<file path="src/rtl/detector_scheduler_pkg.sv">
`default_nettype none
// ============================================================================
// Module      : detector_scheduler_pkg
// Description : Shared state encoding and default sizes for the scheduler.
// Revision    : 1.0
// ============================================================================
package detector_scheduler_pkg;

    localparam int c_PAT_W_DEFAULT = 32;
    localparam int c_CNT_W_DEFAULT = 6;

    typedef enum logic [2:0] {
        ST_IDLE  = 3'd0,
        ST_CLR   = 3'd1,
        ST_SHIFT = 3'd2,
        ST_DRAIN = 3'd3,
        ST_DONE  = 3'd4
    } state_t;

endpackage
`default_nettype wire

</file>
<file path="src/rtl/pattern_shifter.sv">
`default_nettype none
// ============================================================================
// Module      : pattern_shifter
// Description : MSB-first parallel-to-serial shifter with a bit-index counter.
// Revision    : 1.0
// ============================================================================
module pattern_shifter
    import detector_scheduler_pkg::*;
#(
    parameter int PAT_W = c_PAT_W_DEFAULT
) (
    input  logic             clk,
    input  logic             rst,
    input  logic             load,
    input  logic [PAT_W-1:0] data,
    input  logic             shift_en,
    output logic             sout,
    output logic             last
);

    localparam int                 c_IDX_W    = (PAT_W > 1) ? $clog2(PAT_W) : 1;
    localparam logic [c_IDX_W-1:0] c_LAST_IDX = c_IDX_W'(PAT_W - 1);

    logic [PAT_W-1:0]   r_sreg;
    logic [c_IDX_W-1:0] r_idx;

    always_ff @(posedge clk) begin
        if (!rst) begin
            r_sreg <= '0;
            r_idx  <= '0;
        end else if (load) begin
            r_sreg <= data;
            r_idx  <= '0;
        end else if (shift_en) begin
            r_sreg <= r_sreg << 1;
            r_idx  <= r_idx + c_IDX_W'(1);
        end
    end

    assign sout = r_sreg[PAT_W-1];
    assign last = (r_idx == c_LAST_IDX);

endmodule
`default_nettype wire

</file>
<file path="src/rtl/detector_scheduler.sv">
`default_nettype none
// ============================================================================
// Module      : detector_scheduler
// Description : Round-robin arbiter that streams a requester's pattern into a
//               shared serial detector and tallies the detector outputs.
// Revision    : 1.0
// ============================================================================
module detector_scheduler
    import detector_scheduler_pkg::*;
#(
    parameter int PAT_W = c_PAT_W_DEFAULT,
    parameter int CNT_W = c_CNT_W_DEFAULT
) (
    input  logic             clk,
    input  logic             rst,
    input  logic             req0,
    input  logic             req1,
    input  logic [PAT_W-1:0] data0,
    input  logic [PAT_W-1:0] data1,
    output logic             gnt0,
    output logic             gnt1,
    output logic             det_rst,
    output logic             det_x,
    input  logic [1:0]       det_y,
    output logic [CNT_W-1:0] cnt1,
    output logic [CNT_W-1:0] cnt2,
    output logic [CNT_W-1:0] cnt3,
    output logic             done,
    output logic             done_id,
    output logic             busy
);

    localparam logic [CNT_W-1:0] c_CNT_MAX = '1;

    state_t           r_state;
    logic             r_last;
    logic             r_first;
    logic             r_det_rst;
    logic             r_done_id;
    logic [CNT_W-1:0] r_cnt1;
    logic [CNT_W-1:0] r_cnt2;
    logic [CNT_W-1:0] r_cnt3;

    logic             w_idle;
    logic             w_gnt0;
    logic             w_gnt1;
    logic             w_grant;
    logic [PAT_W-1:0] w_load_data;
    logic             w_shift_en;
    logic             w_sout;
    logic             w_last;
    logic             w_sample;

    // Grant is decided combinationally in IDLE so the grant cycle itself is
    // the data-sampling cycle; gating with rst keeps it quiet during reset.
    assign w_idle      = rst && (r_state == ST_IDLE);
    assign w_gnt0      = w_idle && req0 && (!req1 || r_last);
    assign w_gnt1      = w_idle && req1 && (!req0 || !r_last);
    assign w_grant     = w_gnt0 || w_gnt1;
    assign w_load_data = w_gnt1 ? data1 : data0;
    assign w_shift_en  = (r_state == ST_SHIFT);

    pattern_shifter #(
        .PAT_W (PAT_W)
    ) u_shifter (
        .clk      (clk),
        .rst      (rst),
        .load     (w_grant),
        .data     (w_load_data),
        .shift_en (w_shift_en),
        .sout     (w_sout),
        .last     (w_last)
    );

    always_ff @(posedge clk) begin
        if (!rst) begin
            r_state   <= ST_IDLE;
            r_last    <= 1'b1;
            r_first   <= 1'b0;
            r_det_rst <= 1'b1;
            r_done_id <= 1'b0;
        end else begin
            r_det_rst <= 1'b0;
            case (r_state)
                ST_IDLE: begin
                    if (w_grant) begin
                        r_state   <= ST_CLR;
                        r_det_rst <= 1'b1;
                        r_done_id <= w_gnt1;
                        r_last    <= w_gnt1;
                    end
                end
                ST_CLR: begin
                    r_state <= ST_SHIFT;
                    r_first <= 1'b1;
                end
                ST_SHIFT: begin
                    r_first <= 1'b0;
                    if (w_last) r_state <= ST_DRAIN;
                end
                ST_DRAIN: r_state <= ST_DONE;
                ST_DONE:  r_state <= ST_IDLE;
                default:  r_state <= ST_IDLE;
            endcase
        end
    end

    // The detector output lags det_x by one cycle, so the first SHIFT cycle
    // carries no result and DRAIN carries the last bit's result.
    assign w_sample = ((r_state == ST_SHIFT) && !r_first) || (r_state == ST_DRAIN);

    always_ff @(posedge clk) begin
        if (!rst || (r_state == ST_CLR)) begin
            r_cnt1 <= '0;
            r_cnt2 <= '0;
            r_cnt3 <= '0;
        end else if (w_sample) begin
            case (det_y)
                2'd1: if (r_cnt1 != c_CNT_MAX) r_cnt1 <= r_cnt1 + CNT_W'(1);
                2'd2: if (r_cnt2 != c_CNT_MAX) r_cnt2 <= r_cnt2 + CNT_W'(1);
                2'd3: if (r_cnt3 != c_CNT_MAX) r_cnt3 <= r_cnt3 + CNT_W'(1);
                default: ;
            endcase
        end
    end

    assign gnt0    = w_gnt0;
    assign gnt1    = w_gnt1;
    assign det_rst = r_det_rst;
    assign det_x   = w_shift_en && w_sout;
    assign cnt1    = r_cnt1;
    assign cnt2    = r_cnt2;
    assign cnt3    = r_cnt3;
    assign done    = (r_state == ST_DONE);
    assign done_id = r_done_id;
    assign busy    = (r_state != ST_IDLE);

endmodule
`default_nettype wire
</file>
<file path="config.mk">
export PLATFORM = sky130hd
export DESIGN_NAME = detector_scheduler
export DESIGN_NICKNAME = d
export VERILOG_FILES = /design/src/rtl/detector_scheduler_pkg.sv /design/src/rtl/pattern_shifter.sv /design/src/rtl/detector_scheduler.sv
export SDC_FILE = /design/constraint.sdc
export NUM_CORES = 1
export LEC_CHECK = 0
export ABC_AREA = 0
export BUFFER_PORTS_ARGS = -buffer_cell sky130_fd_sc_hd__buf_4
export CAP_MARGIN = 5
export CORE_MARGIN = 5
export CORE_UTILIZATION = 47
export CTS_CLUSTER_DIAMETER = 100
export DETAILED_ROUTE_END_ITERATION = 10
export PLACE_DENSITY_LB_ADDON = 0.2
export SYNTH_ARGS = -nofsm -noshare
export SYNTH_HDL_FRONTEND = slang
export SYNTH_SLANG_ARGS = --single-unit
export TNS_END_PERCENT = 20
</file>
<file path="constraint.sdc">
create_clock -name clk -period 1.59 [get_ports clk]
set_input_delay 0.318 -clock clk [delete_from_list [all_inputs] [get_ports clk]]
set_output_delay 0.318 -clock clk [all_outputs]
set_load 0.01 [all_outputs]
</file>
Word level (Yosys, flattened, before mapping). Index checks and enable logic that the tools add are counted.

Flip-flop bits (word level): 62. Input port bits: 70. Output and inout port bits: 25. Logic and storage cells: 64.

Add/sub/neg operators: 4. Equal/unequal tests: 13. Mux-type cells: 9. Bitwise operators: 1. Reduce and logical (&&, ||, !) cells: 27.

Operator list (count): 32-bit 2-to-1 mux (3); 6-bit by 1-bit adder with 6-bit output, second input constant (3); 6-bit != test, second input constant (3); 3-bit case mux with 4 select lines (1); 3-bit AND reduction (3); 1-bit logical AND (7); 3-bit by 2-bit == test with 1-bit output, second input constant (2); 3-bit 2-to-1 mux (2); 5-bit by 1-bit adder with 5-bit output, second input constant (1); 5-bit == test, second input constant (1); 1-bit zero test (5); 1-bit logical OR (5); 2-bit == test, second input constant (2); 2-bit by 1-bit != test with 1-bit output, second input constant (2); 2-bit AND reduction (2); 2-bit nonzero test (2); 3-bit by 1-bit == test with 1-bit output, second input constant (1); 3-bit == test, second input constant (1); 3-bit zero test (1); 3-bit nonzero test (1); 2-bit by 1-bit == test with 1-bit output, second input constant (1); 1-bit 2-to-1 mux (2); 1-bit case mux with 2 select lines (1); 2-bit OR reduction (1); 1-bit NOT (1).

Longest topological paths before layout. Gate-level depths: netlist of run 1.

Word-level depth: 7. Mapped depth: 7.

Cells and area by module. A second synthesis of run 1 with hierarchy kept.

Cell total of the unflattened synthesis: 354. Area, all modules: 3515.9 um2.

By module, submodules not included: pattern_shifter (times used 1, cells each 165, area an instance 1828.0 um2, sequential area each 740.7 um2); detector_scheduler (times used 1, cells each 189, area an instance 1687.9 um2, sequential area each 500.5 um2).

Least setup slack after synthesis of run 1. OpenSTA, ideal clock, no wires.

Kind: in2out. From: input req1. To: output gnt1. Arrival: 1.286 ns. Required time: 1.272 ns. Path slack: -0.014 ns. Cell stages on the path: 6. Path buffers: 2. Path through: buf_2 -> inv_1 -> o21ai_0 -> clkbuf_1 -> nand3_1 -> inv_1.

Word-level cells in the longest chain between the ends: 2.

Ends and longest elaborated chain: from (decl) (RTL line detector_scheduler.sv:17) `input logic req1,`; 1-bit logical AND (2 in series) (RTL line detector_scheduler.sv:58) `assign w_gnt1 = w_idle && req1 && (!req0 || !r_last);`; to (decl) (RTL line detector_scheduler.sv:21) `output logic gnt1,`.

Every way passes these cells.

Worst setup path after layout of run 1.
From: register r_state[2]. To: output gnt1.

Word-level cells in the longest chain between the ends: 4.

Ends and longest elaborated chain: from (decl) (RTL line detector_scheduler.sv:35) `state_t r_state;`; from (signal assigned) (RTL line detector_scheduler.sv:77) `r_state <= ST_IDLE;`; from (signal assigned) (RTL line detector_scheduler.sv:87) `r_state <= ST_CLR;`; from (signal assigned) (RTL line detector_scheduler.sv:94) `r_state <= ST_SHIFT;`; 3-bit zero test (RTL line detector_scheduler.sv:56) `assign w_idle = rst && (r_state == ST_IDLE);`; 1-bit logical AND (RTL line detector_scheduler.sv:56); 1-bit logical AND (2 in series) (RTL line detector_scheduler.sv:58).

Every way passes these cells.

==> results of run 1 <==
==> Yosys cell counts (all sizes together) (7+ instances only) <==
cell type and count:
a211oi 54, a21oi 25, buf 20, clkbuf 18, dfxtp 62, inv 8
nand2 21, nand3 9, nor2 37, o211ai 10, o21ai 9, o21bai 27
o2bb2ai 26, o31ai 7, or4 10
==> through the flow <==
step	power, uW	setup slack, ps	instances	util (%)
global placement	2690	-30.2	577	62.8
CTS	4260	-192	597	67.4
finish	4380	-215	603	71.2
detailed placement	2710	-104	577	62.8
global route	4580	-289	603	71.2
floorplan	2370	33.3	392	-
==> placed cells by master, fill, tap and decap left out, drive strengths merged, types with 4 or more instances in the layout <==
master and instances:
a211oi 54, a21oi 25, buf 135, clkbuf 14, dfxtp 62, ha 5
inv 8, nand2 21, nand2b 4, nand3 9, nor2 37, o211ai 10
o21a 5, o21ai 9, o21bai 27, o221a 4, o2bb2ai 26, o31ai 7
or3 6, or4 10
==> logic make-up (layout without fill, tap and decap cells) <==
| kind of cell | after synthesis | after routing | share of synthesized area, % |
|---|---|---|---|
| and+or+nand+nor | 100 | 100 | 15.7 |
| adders and majority gates | 5 | 5 | 1.86 |
| buffers and inverters | 46 | 161 | 6.09 |
| muxes | 2 | 2 | 0.594 |
| AOI/OAI and AO/OA | 172 | 172 | 37.7 |
| xor gates and xnor gates | 5 | 5 | 1.30 |
| DFF | 62 | 62 | 36.8 |
==> area by class of cell <==
| cell class | instances | area share [%] |
|---|---|---|
| multi-input cells | 284 | 43.4 |
| flip-flops and latches | 62 | 25.6 |
| repair buffers | 137 | 23.5 |
| clock buffers | 12 | 2.97 |
| well taps | 96 | 2.46 |
| clock inverters | 4 | 1.43 |
| inverters | 8 | 0.614 |
==> registers in the layout (all words and copies together), names as in the netlist <==
name / cells
u_shifter.r_idx: 5
r_state: 3
cnt3: 6
r_last: 1
r_first: 1
done_id: 1
cnt2: 6
det_rst: 1
u_shifter.r_sreg: 32
cnt1: 6
==> per-layer routing <==
metal / routed length [um] / GRT usage (%) / share of wire [%] / vias up
li1: - / - / - / 1724
met1: 4360 / 27.3 / 44 / 1610
met2: 4750 / 31.9 / 48 / 116
met3: 618 / 4.22 / 6.3 / 9
met4: 112 / 7.21 / 1.1 / 0
met5: 0 / 0 / 0 / -
==> power by group through the flow <==
| stage | clock (uW) | combinational, uW | sequential [uW] |
|---|---|---|---|
| detailed placement | 0 | 921 | 1790 |
| global route | 1620 | 1180 | 1780 |
| finish | 1520 | 1090 | 1760 |
| global placement | 0 | 907 | 1790 |
| floorplan | 0 | 601 | 1770 |
| CTS | 1540 | 960 | 1760 |
==> worst min-delay path by stage <==
stage,startpoint,to,slack (ps),cells after the start
2_1_floorplan,u_shifter.r_idx[4],u_shifter.r_idx[4],440,2
3_3_place_gp,done_id,done_id,450,2
3_5_place_dp,done_id,done_id,460,2
4_1_cts,data0[20],u_shifter.r_sreg[20],310,3
5_1_grt,rst,det_rst,300,2
6_report,rst,det_rst,300,2
==> timing repair <==
item	in CTS	in global routing
hold endpoints to repair	0	0
gates resized for setup	20	39
buffers inserted	4	3
cloned	0	3
setup endpoints to repair	37	60
pin swaps	9	44
==> impl_results.md, run 1 <==
- Worst path slowest cell: nor4b_4
- Ant. Diodes: 0
- R2r worst-path depth: 6
- Vias in the first global route: 3140
- PortBufs: 94
- Hold_ws: a little over 300 ps
- # DRC: 0
- Nets@finish: between 500 and 600
- Area Growth Syn to Fin: 45.0%
- Syn Nets: around 470
- Vias per inst: 5.74
- Share of cells above drive strength 1: between 30% and 40%
- Internal power: ~3200 uW
- CP Data Required Time: roughly 1300 ps
- Syn Inst Count: approximately 400
- Tcrit/Tclk final: 114%
- Floorplan core area: around 0.0069 sq mm
- Crit. path cell count: 4
- Yosys warning total: 0
- Htree depth: 3
- Multi-input gate area: around 0.0021 sq mm
- Io pins: 95
- Post-synth EDFFs: 0
- Top FF cell, synth: dfxtp_1
- Logic pwr share: between 20% and 30%
- Syn_area_per_cell: about 8.6 sq um
- Kind of critical path: flip-flop to primary output
- Largest net degree at the start of global routing: 30
- Wirelength, routed: just under 10 mm
- Wire per inst: 16.3 um
- Worst path bufs/invs: 2
- Area leader, netlist: dfxtp_1
- Fillers: roughly 530
- Outcome: finished with violations
- Later-pin clock latency in the skew report: ~330 ps
- Final instance area: roughly 0.0049 sq mm
- Area after DPL: about 0.0043 sq mm
- Final-report hold violation count: 0
- Top delay family on crit path: simple AND/OR/NAND/NOR gates
- Setup TNS: -2710 ps
- Die area: between 0.008 and 0.009 sq mm
- Initial Util: roughly half
- NetSw: between 1000 and 1500 uW
- Final HPWL DP: 6.47 mm
- Element type at the critical path start: flip-flop
- Initial antenna violation count: 0
- Worst slew pin tran: 424 ps
- Die X: roughly 95 um
- Worst Setup EP: gnt1
- Critical Path Fanout Max: 5
- Sw Ratio: a little over a quarter
- Synth top area share: between 30% and 40%
- Max clock buf depth: 2
- Clock power share: a little over a third
- Worst Skew: approximately 9.6 ps
- Failing checks: setup timing
- CTS Buf Count: 9
- Register area share after synthesis: 36.8%
- Worst R2R Start: r_state[1]
- Total leakage power: about 0.0019 uW
- Seq cells post-synth: 62
- RePlAce Congestion: approximately 0.80
- Achievable Freq: roughly 0.55 GHz
- Worst R2R End: cnt3[3]
- Post-CTS Hold Buffers: 0
- Minimum clock period: approximately 1800 ps
- Asr flop ratio synth: 0%
- WP data arrival: between 1000 and 1500 ps
- HP Class: input pin to flip-flop
- Library cells used by synthesis: 39
- Clock slew at reported path FFs: 70 ps
- Clock sink total: 62
- Mapped cell area: 0.00337 sq mm
- Critical-path cell list: nor4b_4 -> nand3_2 -> inv_2 -> buf_6
- FP Rows: 30
- Maximum VDD drop: approximately 0.00047 V
- First-pass GRT wire length: 14.6 mm
- CP Capture Type: primary output
- Final WS setup: -215 ps
- Pwr/cell area: 895 mW/mm^2
- Root Driver: clkbuf_8
- GRT Total Usage: between 20% and 30%
- Final Max Slew Viols: 0
- CTS tree: done
- Relative max-transition margin: between 70 and 80%
- Die H: about 95 um
- Grt ovf: 0
- Sequential cell area: between 0.001 and 0.0015 sq mm
- Post-DRT Antenna Nets: 0
- CP Launch Point: r_state[2]
- Max_cap viols: 0
- Seq pwr share: between 40% and 50%
- # setup viols final: 43
- Reg2reg setup slack: -180 ps
- RSZ-0062 raised after global routing: true
- Drt pass-1 iters: 4
- Top cells by area, synth: dfxtp_1, a211oi_1, o2bb2ai_1
- Initial DRC count: 180
- Vias: approximately 3500
- Worst path max stage delay: roughly 400 ps
No activity file was read; power rests on OpenSTA's default activity.
==> inputs of run 2 (changes only) <==
--- a/config.mk
+++ b/config.mk
@@ -9,7 +9,8 @@
 export BUFFER_PORTS_ARGS = -buffer_cell sky130_fd_sc_hd__buf_4
 export CAP_MARGIN = 5
 export CORE_MARGIN = 5
-export CORE_UTILIZATION = 47
+export CORE_UTILIZATION = 49
+export CTS_BUF_LIST = sky130_fd_sc_hd__clkbuf_2
 export CTS_CLUSTER_DIAMETER = 100
 export DETAILED_ROUTE_END_ITERATION = 10
 export PLACE_DENSITY_LB_ADDON = 0.2
==> run 2 against run 1 <==
- the run still ends with setup timing left
- non-clock buffer count rose by 8
- sequential cell count did not move
- cell area barely moved
- largest power group unchanged
- via count rose by 3.6%
- core utilization rose by 1.1 points
- critical path depth did not move
- worst setup slack got worse by 110 ps
==> impl_results.md, run 2 (same netlist as run 1, synthesis figures left out) <==
- Achievable Freq: 0.521 GHz
- Later-pin clock latency in the skew report: about 470 ps
- Utilization after layout: 72.3%
- Max reg flops: 32
- Hold EP: u_shifter.r_sreg[15]
- Commonest cells after routing, fill and taps aside: buf_4, dfxtp_1, a211oi_1
- HP Class: input pin to flip-flop
- Worst slack at placement: -133 ps
- Setup TNS: -4320 ps
- RSZ-0062 raised after global routing: true
- Clock sink total: 62
- Outcome: finished with violations
- Io pins: between 90 and 100
- Clock slew at reported path FFs: about 160 ps
- Relative max-transition margin: a little under two thirds
- Power, Total: 3700 uW
- Max clock buf depth: 2
- Reg2reg setup slack: -190 ps
- Post-DRT Antenna Nets: 0
- Tcrit/Tclk final: 121%
- Htree depth: 3
- Area Growth Syn to Fin: 44.9%
- Maximum VDD drop: approximately 0.00035 V
- Drt pass-1 iters: 4
- Vias per inst: between 6 and 7
- Dpl cells: 564
- R2r worst-path depth: 8
- PortBufs: 94
- Initial Util: 49.9%
- Total leakage power: approximately 0.0019 uW
- Critical-path cell list: nand2b_4 -> or3_4 -> nor2_4 -> buf_6
- Grt ovf: 0
- Die area: roughly 0.0086 sq mm
- Initial antenna violation count: 0
- Final HPWL DP: about 6.7 mm
- Worst Skew: 14.6 ps
- Nets@finish: around 590
- Die X: 92.9 um
- Final Non-Filler Cells: between 500 and 600
- Worst path bufs/invs: 1
- Worst R2R Start: r_state[2]
- Die H: ~93 um
- Worst path max stage delay: 400 ps
- Post-CTS Hold Buffers: 0
- Vias: 3584
- Most flop-heavy register: u_shifter.r_sreg
- Root Driver: clkbuf_2
- # DRC: 0
- GRT Total Usage: between 20% and 30%
- First-pass GRT wire length: approximately 15 mm
- Worst slew pin tran: ~540 ps
- Vias in the first global route: around 3300
- Worst path slowest cell: dfxtp_4
- Top delay family on crit path: simple AND/OR/NAND/NOR gates
- Final WS setup: -328 ps
- Max_cap viols: 0
- Wire per inst: roughly 17 um
- Share of cells above drive strength 1: between 40% and 50%
- Floorplan core area: between 0.006 and 0.007 sq mm
- RePlAce Congestion: slightly above 0.8
- Crit. path cell count: 4
- WP data arrival: 1600 ps
- CTS tree: done
- # setup viols final: a little over 50
- FP Rows: 30
- Pwr/cell area: between 700 and 800 mW/mm^2
- Wirelength, routed: roughly 10 mm
- Hold Startpoint: data0[15]
- Kind of critical path: flip-flop to primary output
- Final-report hold violation count: 0
- Most common cell after layout, fill and taps aside: buf_4
- Largest net degree at the start of global routing: 28
- CTS Buf Count: 9
- Final Max Slew Viols: 0
- Critical Path Fanout Max: 6
- Ant. Diodes: 0
- WHS Path Cells: 3
- CP Capture Type: primary output
- Initial DRC count: 186
- Minimum clock period: 1920 ps
- Failing checks: setup timing
- Worst R2R End: cnt3[0]
- Element type at the critical path start: flip-flop
- CP Data Required Time: roughly 1300 ps
run 2: cell types whose count changed in the layout (fill, tap and decap cells not counted), moves of 6 or more:
cell       previous run  this run
clkbuf_2              0        11
o2bb2ai_1            20         8
buf_6                10        16
o2bb2ai_2             6        16
clkbuf_8             10         0
run 2: repair_timing:
| action | in CTS | in global routing |
|---|---|---|
| gates resized for setup | 25 | 45 |
| endpoints found under the hold margin | 0 | 0 |
| pin swaps | 18 | 24 |
| endpoints found under the setup margin | 29 | 52 |
| cloned | 1 | 4 |
| setup buffers | 7 | 5 |
run 2: layer usage:
layer / share of wire, % / GRT usage [%] / vias up
met1: 42 / 26.8 / 1702
met2: 50 / 34.9 / 132
met3: 6.0 / 3.74 / 16
met4: 1.7 / 8.06 / 0
met5: 0 / 0 / -
li1: - / - / 1734
run 2: where the power goes:
group / leakage, uW / switching (uW) / internal (uW) / total [uW]
Sequential: 0.000510 / 97.0 / 1680 / 1780
Clock: 0.0000551 / 539 / 193 / 732
Combinational: 0.00133 / 549 / 643 / 1190
run 2: stage by stage:
stage,area (sq um),hold WS (ps)
floorplan,3370,441
detailed placement,4310,449
global route,4880,149
global placement,4310,445
finish,4880,165
CTS,4530,159
run 2: worst register-to-register path, delay by kind of cell, from the launching register on:
kind,cells,cell delay (ps)
simple gates,3,660
buf+inv,4,550
compound gates,1,120
flops,1,400
run 2: worst max-delay path by stage:
stage / from / end / slack, ps
after floorplan: cnt2[0] / cnt2[5] / 30
after global placement: r_state[1] / cnt3[5] / -60
after detailed placement: r_state[1] / cnt3[5] / -130
after CTS: r_state[0] / gnt0 / -330
after global routing: r_state[2] / gnt0 / -410
final: r_state[2] / gnt0 / -330
run 2: cell type report:
class                           count  area [sq um]
Tap cell                           80           100
Inverter                            8          30.0
Timing Repair Buffer              145          1230
Sequential cell                    62          1250
Clock buffer                       11          55.1
Multi-Input combinational cell    285          2200
Clock inverter                      3          13.8
Fill cell                         537          1870
==> inputs of run 3 (changes only) <==
==> constraint.sdc (replaced) <==
create_clock -name clk -period 1.59 [get_ports clk]
set_input_delay 0.159 -clock clk [delete_from_list [all_inputs] [get_ports clk]]
set_output_delay 0.159 -clock clk [all_outputs]
set_load 0.01 [all_outputs]
==> run 3 against run 2 <==
- the flow still finishes with violations (setup timing)
- fmax is 3.8% higher
- combinational power decreased by 7%
- worst setup slack better by 70 ps
- critical path depth is 2 higher
- first-iteration DRC count fell by 39%
- count of clock-buffer cells in the layout down 2
- sequential cell count unchanged
- clock power rose by 26%
- critical path type unchanged
- critical endpoint is now det_x
- largest power group unchanged
- highest routed layer unchanged
==> impl_results.md, run 3 (same netlist as run 1, synthesis figures left out) <==
- Initial antenna violation count: 0
- Maximum VDD drop: 0.000314 V
- Vias: about 3600
- Most flop-heavy register: u_shifter.r_sreg
- Area Growth Syn to Fin: 45.9%
- Critical Path Fanout Max: 5
- Die area: ~0.0086 sq mm
- Wire per inst: around 16 um
- CTS Buf Count: 9
- RSZ-0062 raised after global routing: true
- First-pass GRT wire length: around 16 mm
- Setup TNS: -3300 ps
- Reg2reg setup slack: -130 ps
- Element type at the critical path start: flip-flop
- FP Rows: 30
- Commonest cells after routing, fill and taps aside: buf_4, dfxtp_1, a211oi_1
- CTS tree: done
- Final-report hold violation count: 0
- PortBufs: 94
- Io pins: 95
- Wirelength, routed: between 9 and 10 mm
- WP data arrival: 1690 ps
- Floorplan core area: ~0.0068 sq mm
- Outcome: finished with violations
- CP Capture Type: primary output
- Initial Util: around 50%
- Kind of critical path: flip-flop to primary output
- Total leakage power: around 0.0019 uW
- Post-DRT Antenna Nets: 0
- GRT Total Usage: a little under a quarter
- Final WS setup: -258 ps
- Grt ovf: 0
- Initial DRC count: around 110
- RePlAce Congestion: slightly above 0.8
- Hold_ws: ~4 ps
- Worst Setup EP: det_x
- Max clock buf depth: 2
- Hold Startpoint: data0[10]
- Worst Skew: 25.3 ps
- Pwr/cell area: between 700 and 800 mW/mm^2
- Largest net degree at the start of global routing: 26
- Minimum clock period: roughly 1800 ps
- # setup viols final: 46
- Root Driver: clkbuf_2
- CP Data Required Time: around 1400 ps
- Failing checks: setup timing
- Drt pass-1 iters: 4
- Clock slew at reported path FFs: approximately 170 ps
- Most common cell after layout, fill and taps aside: buf_4
- Worst slew pin tran: between 400 and 500 ps
- Worst R2R End: cnt3[1]
- Tcrit/Tclk final: 116%
- Die X: roughly 93 um
- Nets@finish: 600
- Achievable Freq: 0.541 GHz
- Vias per inst: a little under 6
- Final HPWL DP: about 6.6 mm
- Worst R2R Start: r_state[2]
- Vias in the first global route: 3523
- Die H: about 93 um
- Htree depth: 3
- Relative max-transition margin: between 70 and 80%
- Ant. Diodes: 0
- CP Launch Point: r_state[0]
- R2r worst-path depth: 7
- # DRC: 0
- Clock sink total: a little over 60
- Later-pin clock latency in the skew report: ~510 ps
- Max_cap viols: 0
- Final Max Slew Viols: 0
- Max reg flops: 32
- HP Class: input pin to flip-flop
- Share of cells above drive strength 1: approximately a third
-- run 3: cell types whose count changed in the layout (fill, tap and decap cells not counted), moves of 3 or more --
cell,before,now
buf_12,2,6
o2bb2ai_2,16,1
clkbuf_16,3,0
o2bb2ai_1,8,25
buf_6,16,10
dlygate4sd3_1,0,21
-- run 3: area by class of cell --
type                    count  area [sq um]
inverters                   8          30.0
multi-input cells         284          2050
fillers                   496          1840
clock inverters             6          53.8
clock buffers               9          45.0
flip-flops and latches     62          1250
repair buffers            160          1390
well taps                  80           100
-- run 3: what timing repair did --
action                                 4_1_cts  5_1_grt
setup buffers                                8        2
gates resized for setup                     23       23
cloned                                       1        0
endpoints found under the hold margin       25        0
pin swaps                                   15       15
setup endpoints to repair                   30       61
hold buffers                                21        0
-- run 3: per-stage QoR --
| stage | util, % | worst slack (ps) | instances | area (sq um) | total power [uW] |
|---|---|---|---|---|---|
| detailed placement | 64.0 | -30.4 | 563 | 4320 | 2730 |
| floorplan | - | 33.3 | 392 | 3370 | 2370 |
| global route | 72.8 | -392 | 609 | 4920 | 3990 |
| CTS | 71.3 | -262 | 608 | 4820 | 3740 |
| global placement | 64.0 | 18.8 | 563 | 4320 | 2700 |
| finish | 72.8 | -258 | 609 | 4920 | 3800 |
-- run 3: critical path, cell delays in order, from the launching register on --
cell and delay (ps):
dfxtp_2 370, buf_12 130, buf_8 120, nor3b_4 230, buf_12 140, and2_4 130, buf_6 90
-- run 3: worst min path at each step --
stage | depth (start not counted) | end | slack (ps)
global route | 3 | u_shifter.r_sreg[10] | -0.1
floorplan | 2 | r_state[2] | 350
global placement | 2 | r_last | 420
CTS | 3 | u_shifter.r_sreg[10] | 3
finish | 3 | u_shifter.r_sreg[10] | 4
detailed placement | 2 | r_last | 430
-- run 3: metal layers --
layer,wire [um],GRT usage (%),vias to the layer above
li1,-,-,1755
met1,4360,27.4,1704
met2,4930,39.3,91
met3,541,4.63,11
met4,122,8.30,0
met5,0,0,-
-- run 3: where the power goes --
| part | internal [uW] | leakage (uW) | switching, uW | total (uW) |
|---|---|---|---|---|
| combinational | 598 | 0.00135 | 512 | 1110 |
| clock | 336 | 0.0000603 | 588 | 925 |
| sequential | 1680 | 0.000509 | 78.0 | 1760 |
| total | 2620 | 0.00192 | 1180 | 3800 |
